$ cat src/rtl/rom_prog_loader_if.sv
`default_nettype none
// ============================================================================
// Module      : rom_prog_loader_if
// Description : Byte-stream valid/ready channel feeding the ROM program
//               loader. A transfer happens on a rising clock edge where
//               valid and ready are both high.
//   valid  : source has a byte on data
//   data   : stream byte [7:0]
//   ready  : sink accepts the byte this cycle
// Modports    : master = byte source, slave = loader
// Revision    : 1.0 - initial release
// ============================================================================
interface rom_prog_loader_if;
  logic       valid;
  logic [7:0] data;
  logic       ready;

  modport master (output valid, output data, input ready);
  modport slave  (input valid, input data, output ready);
endinterface
`default_nettype wire

$ cat src/rtl/rom_prog_loader.sv
`default_nettype none
// ============================================================================
// Module      : rom_prog_loader
// Description : Receives a framed byte stream (SYNC, LEN_LO, LEN_HI, 4*N
//               little-endian data bytes, XOR checksum) and writes 32-bit
//               words into the instruction ROM write port. The CPU is held
//               in reset until a frame loads with a good checksum.
// Ports       :
//   clk          : system clock, rising edge
//   rst_n        : asynchronous reset, active low
//   s_in         : byte stream channel (slave side)
//   i_rearm      : pulse, leaves DONE/ERR back to IDLE
//   o_rom_we     : single-cycle ROM write strobe
//   o_rom_waddr  : ROM word address [ADDR_W-1:0]
//   o_rom_wdata  : ROM write word [31:0]
//   o_cpu_hold   : 1 keeps the core in reset
//   o_done       : frame loaded, checksum good
//   o_err        : frame rejected (oversize length or bad checksum)
// Revision    : 1.0 - initial release
// ============================================================================
module rom_prog_loader #(
  parameter int         ADDR_W = 12,
  parameter logic [7:0] SYNC   = 8'hA5
) (
  input  wire logic              clk,
  input  wire logic              rst_n,
  rom_prog_loader_if.slave       s_in,
  input  wire logic              i_rearm,
  output logic                   o_rom_we,
  output logic [ADDR_W-1:0]      o_rom_waddr,
  output logic [31:0]            o_rom_wdata,
  output logic                   o_cpu_hold,
  output logic                   o_done,
  output logic                   o_err
);

  // ROM capacity in words, expressed at 17 bits so a 16-bit length can be
  // compared against it without overflow.
  localparam logic [16:0] c_DEPTH = 17'd1 << ADDR_W;

  typedef enum logic [2:0] {
    S_IDLE   = 3'd0,
    S_LEN_LO = 3'd1,
    S_LEN_HI = 3'd2,
    S_DATA   = 3'd3,
    S_CSUM   = 3'd4,
    S_DONE   = 3'd5,
    S_ERR    = 3'd6
  } state_t;

  state_t              r_state;
  state_t              w_state_nxt;

  logic [7:0]          r_len_lo;
  logic [15:0]         r_len;
  logic [1:0]          r_byte_idx;
  logic [ADDR_W:0]     r_word_cnt;
  logic [23:0]         r_shift;     // first three bytes of the word in flight
  logic [7:0]          r_csum;
  logic                r_rom_we;
  logic [ADDR_W-1:0]   r_rom_waddr;
  logic [31:0]         r_rom_wdata;

  logic                w_ready;
  logic                w_xfer;
  logic                w_rearm;
  logic [15:0]         w_len;
  logic [31:0]         w_word;
  logic [ADDR_W:0]     w_cnt_inc;
  logic                w_last_word;

  // Ready depends on state only, never on valid.
  assign w_ready     = (r_state != S_DONE) && (r_state != S_ERR);
  assign w_xfer      = s_in.valid && w_ready;
  assign w_rearm     = i_rearm && !w_ready;
  assign w_len       = {s_in.data, r_len_lo};
  assign w_word      = {s_in.data, r_shift};
  assign w_cnt_inc   = r_word_cnt + (ADDR_W+1)'(1);
  assign w_last_word = (17'(w_cnt_inc) == {1'b0, r_len});

  assign s_in.ready  = w_ready;
  assign o_rom_we    = r_rom_we;
  assign o_rom_waddr = r_rom_waddr;
  assign o_rom_wdata = r_rom_wdata;
  assign o_done      = (r_state == S_DONE);
  assign o_err       = (r_state == S_ERR);
  assign o_cpu_hold  = (r_state != S_DONE);

  always_ff @(posedge clk or negedge rst_n) begin
    if (!rst_n) begin
      r_state <= S_IDLE;
    end else begin
      r_state <= w_state_nxt;
    end
  end

  always_comb begin
    w_state_nxt = r_state;
    case (r_state)
      S_IDLE: begin
        if (w_xfer && (s_in.data == SYNC)) w_state_nxt = S_LEN_LO;
      end
      S_LEN_LO: begin
        if (w_xfer) w_state_nxt = S_LEN_HI;
      end
      S_LEN_HI: begin
        if (w_xfer) begin
          if ({1'b0, w_len} > c_DEPTH) w_state_nxt = S_ERR;
          else if (w_len == 16'd0)     w_state_nxt = S_CSUM;
          else                         w_state_nxt = S_DATA;
        end
      end
      S_DATA: begin
        if (w_xfer && (r_byte_idx == 2'd3) && w_last_word) w_state_nxt = S_CSUM;
      end
      S_CSUM: begin
        if (w_xfer) w_state_nxt = (s_in.data == r_csum) ? S_DONE : S_ERR;
      end
      S_DONE, S_ERR: begin
        if (i_rearm) w_state_nxt = S_IDLE;
      end
      default: w_state_nxt = S_IDLE;
    endcase
  end

  always_ff @(posedge clk or negedge rst_n) begin
    if (!rst_n) begin
      r_len_lo    <= '0;
      r_len       <= '0;
      r_byte_idx  <= '0;
      r_word_cnt  <= '0;
      r_shift     <= '0;
      r_csum      <= '0;
      r_rom_we    <= 1'b0;
      r_rom_waddr <= '0;
      r_rom_wdata <= '0;
    end else begin
      r_rom_we <= 1'b0;
      if (w_xfer) begin
        case (r_state)
          S_IDLE: begin
            // A new frame always starts from address 0 with a clean checksum.
            if (s_in.data == SYNC) begin
              r_byte_idx <= '0;
              r_word_cnt <= '0;
              r_csum     <= '0;
            end
          end
          S_LEN_LO: r_len_lo <= s_in.data;
          S_LEN_HI: r_len    <= w_len;
          S_DATA: begin
            r_csum     <= r_csum ^ s_in.data;
            r_shift    <= {s_in.data, r_shift[23:8]};
            r_byte_idx <= r_byte_idx + 2'd1;
            if (r_byte_idx == 2'd3) begin
              r_rom_we    <= 1'b1;
              r_rom_waddr <= r_word_cnt[ADDR_W-1:0];
              r_rom_wdata <= w_word;
              r_word_cnt  <= w_cnt_inc;
            end
          end
          default: ;
        endcase
      end else if (w_rearm) begin
        r_byte_idx <= '0;
        r_word_cnt <= '0;
        r_shift    <= '0;
        r_csum     <= '0;
      end
    end
  end

endmodule
`default_nettype wire

$ cat src/flat_wrapper.sv
// flat-port wrapper written by rule: the top's interface ports become plain ports
module rom_prog_loader_flat 
#(
  parameter int         ADDR_W = 12,
  parameter logic [7:0] SYNC   = 8'hA5
)
  (clk, rst_n, i_rearm, o_rom_we, o_rom_waddr, o_rom_wdata, o_cpu_hold, o_done, o_err, s_in_valid, s_in_data, s_in_ready);
  rom_prog_loader_if s_in_i ();
  input  wire logic clk;
  input  wire logic rst_n;
  input  wire logic i_rearm;
  output logic o_rom_we;
  output logic [ADDR_W-1:0] o_rom_waddr;
  output logic [31:0] o_rom_wdata;
  output logic o_cpu_hold;
  output logic o_done;
  output logic o_err;
  input wire logic [$bits(s_in_i.valid)-1:0] s_in_valid;
  input wire logic [$bits(s_in_i.data)-1:0] s_in_data;
  output wire logic [$bits(s_in_i.ready)-1:0] s_in_ready;
  assign s_in_i.valid = s_in_valid;
  assign s_in_i.data = s_in_data;
  assign s_in_ready = s_in_i.ready;
  rom_prog_loader #(.ADDR_W(ADDR_W), .SYNC(SYNC)) u_core (.clk(clk), .rst_n(rst_n), .s_in(s_in_i), .i_rearm(i_rearm), .o_rom_we(o_rom_we), .o_rom_waddr(o_rom_waddr), .o_rom_wdata(o_rom_wdata), .o_cpu_hold(o_cpu_hold), .o_done(o_done), .o_err(o_err));
endmodule
$ cat config.mk
export PLATFORM = sky130hd
export DESIGN_NAME = rom_prog_loader_flat
export DESIGN_NICKNAME = d
export VERILOG_FILES = /design/src/rtl/rom_prog_loader_if.sv /design/src/rtl/rom_prog_loader.sv /design/src/flat_wrapper.sv
export SDC_FILE = /design/constraint.sdc
export NUM_CORES = 1
export LEC_CHECK = 0
export CORE_ASPECT_RATIO = 1.25
export CORE_UTILIZATION = 65
export CTS_BUF_LIST = sky130_fd_sc_hd__clkbuf_2 sky130_fd_sc_hd__clkbuf_4 sky130_fd_sc_hd__clkbuf_8
export DETAILED_ROUTE_END_ITERATION = 8
export DONT_BUFFER_PORTS = 1
export PLACE_DENSITY = 0.92
export RECOVER_POWER = 25
export SLEW_MARGIN = 10
export SYNTH_ARGS = -nofsm -noshare
export SYNTH_HDL_FRONTEND = slang
export SYNTH_SLANG_ARGS = --single-unit
$ cat constraint.sdc
create_clock -name clk -period 5.79 [get_ports clk]
set_input_delay 1.158 -clock clk [delete_from_list [all_inputs] [get_ports clk]]
set_output_delay 1.158 -clock clk [all_outputs]
set_load 0.01 [all_outputs]
==> impl_results.md <==
* Status: complete, but fails checks
* Violated checks: DRC
* Synth Net Count at 616
* CP Data Required Time at 6110 ps
* Non-Filler Instances at 694
* CTS clk-pin slew, worst paths at 70 ps
* Register area share after synthesis at 0.534
* Drt initial violations at 443
* Post-Route WL at 12.0 mm
* Antenna viol nets, final at 0
* DR DRC count at 6
* CP arrival at 3210 ps
* Mean number of vias per cell at 6.14
* DR WL/cell at 17.2 um
* TritonCTS Buffers at 17
* HPWL Detailed at 7.87 mm
* Slew HR at 0.309
* Setup TNS at 0 ps
* Asr flop ratio synth at 1.00
* Power Dens Cells at 441 mW/mm2
* Unrepaired setup endpoints after global routing: false
* Worst clock skew at 10.1 ps
* Tot GR Track Use at 0.293
* Remaining global-route overflow at 0
* N_diodes at 0
* Crit. Startpoint: u_core.r_state[0]$_DFFE_PN0P_
* HP Class: input port to async pin
* Hold buffer count at CTS at 0
* CTS sink cnt at 119
* WS Path Type: register to register
* Synth cell types at 53
* Core area at 0.00829 mm2
* CTS resizes at 0
* Insertion delay to the later sink of the worst-skew pair at 440 ps
* CP Max Fanout at 59
* DR vias at 4260
* Initial antenna violation count at 0
* Final setup viols at 0
* H-Tree Depth at 4
* #FFs+latches synth at 119
* Type of element launching the critical path: register
* Fin area at 0.00596 mm2
* PortBufs at 0
* Final net count at 598
* Die Y-Extent at 106 um
* Rows at 37
* Average size of a mapped cell at 9.27 um2
* First-pass GRT wire length at 20.0 mm
* P_leak at 2.80 nW
* Yosys warnings at 0
* Max Buffers Root-to-Sink at 2
* Fmax at 347 MHz
* Total power at 0.00263 W
* RD Place Congestion at 0.853
* Post-Place Cell Area at 0.00554 mm2
* Layout area overhead at 6.75%
* CTS tree: yes
* Starting density of the core at 0.673
* Max-slew violation count at 0
* Final Hold Viols at 0
* Critical path endpoint category: register
* Post-synth EDFFs at 0
* Main flop type after synthesis: dfrtp_1
* Drt pass-1 iters at 7
* Cells after synthesis at 602
* Root buf cell: clkbuf_8
* VDD IR-drop max at 0.323 mV
* Largest net degree at the start of global routing at 120
* Placed Cells incl. Taps at 662
* Final period utilization at 0.498
* Total setup buffers inserted after CTS at 0
* Slew @ Worst Pin at 1030 ps
* Vias in the first global route at 4041
* Mapped cell area at 0.00558 mm2
* Post-layout minimum cycle time at 2890 ps
* Max-Cap Viols at 0
* Layout cells sized above 1 at 0.119
* R2R Path Start: u_core.r_state[0]$_DFFE_PN0P_
* Die area at 0.00896 mm2
* Ports at 61
* Die W at 84.9 um
cell usage after synthesis, types with 5 or more instances:
cell | n | area share
xnor2_1 | 16 | 0.025
and3_1 | 6 | 0.0067
nand3_1 | 8 | 0.0072
nor2b_1 | 6 | 0.0067
inv_1 | 9 | 0.0061
nand2b_1 | 9 | 0.010
buf_2 | 14 | 0.013
nand2_1 | 198 | 0.13
o21ai_0 | 67 | 0.060
dfrtp_1 | 119 | 0.53
xor2_1 | 7 | 0.011
o31ai_1 | 5 | 0.0067
nand4_1 | 7 | 0.0078
nor4_1 | 5 | 0.0056
nor2_1 | 23 | 0.015
mux2_2 | 23 | 0.046
clkbuf_1 | 22 | 0.015
cell usage in the layout (no fill, tap or decap), types with 2 or more instances in the layout:
| master | instances |
|---|---|
| a31oi_1 | 4 |
| dfrtp_1 | 119 |
| nand2_1 | 197 |
| o211ai_1 | 3 |
| and3_1 | 6 |
| clkinv_2 | 3 |
| buf_4 | 4 |
| nand4_1 | 7 |
| o21ai_0 | 67 |
| o2111ai_1 | 2 |
| clkinvlp_4 | 4 |
| o41ai_1 | 2 |
| nor4_2 | 2 |
| inv_1 | 9 |
| or4_1 | 2 |
| ha_1 | 2 |
| nor2_1 | 22 |
| nor3_1 | 4 |
| mux2_2 | 23 |
| a21oi_1 | 3 |
| clkbuf_8 | 18 |
| bufinv_16 | 3 |
| nand2b_1 | 9 |
| clkinv_4 | 2 |
| o31ai_1 | 5 |
| nand3_1 | 8 |
| or3_1 | 2 |
| and4_1 | 2 |
| xor2_1 | 7 |
| nor4_1 | 5 |
| xnor2_1 | 16 |
| o22ai_1 | 3 |
| a22o_1 | 2 |
| nor2b_1 | 6 |
| clkbuf_4 | 2 |
routing by layer:
layer / vias to the layer above / wire length, um / track usage
met5: - / 0 / 0
met4: 0 / 350 / 0.121
met3: 32 / 926 / 0.101
met2: 214 / 5750 / 0.445
met1: 2030 / 4940 / 0.388
li1: 1984 / - / -
per-stage QoR:
step                 util  hold slack [ps]  setup WS, ps
floorplan               -              439          3020
global placement    0.669              450          2690
detailed placement  0.669              451          2530
CTS                 0.719              385          2920
global route        0.719              373          2670
finish              0.719              412          2900
worst paths after layout:
check                      depth (start not counted)                                 end  slack [ps]
max                                                8  u_core.o_rom_wdata[19]$_DFFE_PN0P_        2900
max in group asynchronous                          0   u_core.o_rom_waddr[3]$_DFFE_PN0P_        5240
min reg2reg                                        2   u_core.o_rom_wdata[6]$_DFFE_PN0P_         470
min                                                0   u_core.o_rom_wdata[7]$_DFFE_PN0P_         410
min in group clk                                   2   u_core.o_rom_wdata[6]$_DFFE_PN0P_         470
max reg2reg                                        8  u_core.o_rom_wdata[19]$_DFFE_PN0P_        2900
critical path: stages, from the launching register on:
cell      delay, ps
dfrtp_1         510
nor2b_1         230
and3_1          290
nand2_2          90
buf_4           480
clkinv_1        520
buf_4           400
nand2_1         140
nand2_1          70
cell families after synthesis:
group                    count (synthesis)  share of synthesized area
multiplexers                            24                     0.0482
AND/OR/NAND/NOR                        282                      0.229
adder cells (fa/ha/maj)                  3                    0.00628
XOR/XNOR                                23                     0.0361
AO/OA/AOI/OAI                          100                      0.105
flip-flops                             119                      0.534
buffers and inverters                   51                     0.0417
state kept, by name, summed over array words and instances, names as in the netlist, 3 cells and up:
signal,flops
u_core.o_rom_waddr,12
u_core.o_rom_wdata,32
u_core.r_csum,8
u_core.r_len,16
u_core.r_len_lo,8
u_core.r_shift,24
u_core.r_state,3
u_core.r_word_cnt,13
power breakdown:
group          internal (W)  switching, W
clock network      0.000444      0.000330
registers           0.00104      0.000199
logic              0.000272      0.000338
total               0.00176      0.000867
cell type report:
| class | count | area [um2] |
|---|---|---|
| fillers | 585 | 2330 |
| clock buffers | 20 | 263 |
| well taps | 97 | 121 |
| flip-flops and latches | 119 | 2980 |
| multi-input cells | 432 | 2370 |
| repair buffers | 4 | 30.0 |
| clock inverters | 12 | 153 |
| inverters | 10 | 37.5 |
Note: power is estimated with default switching activity, not from simulation.
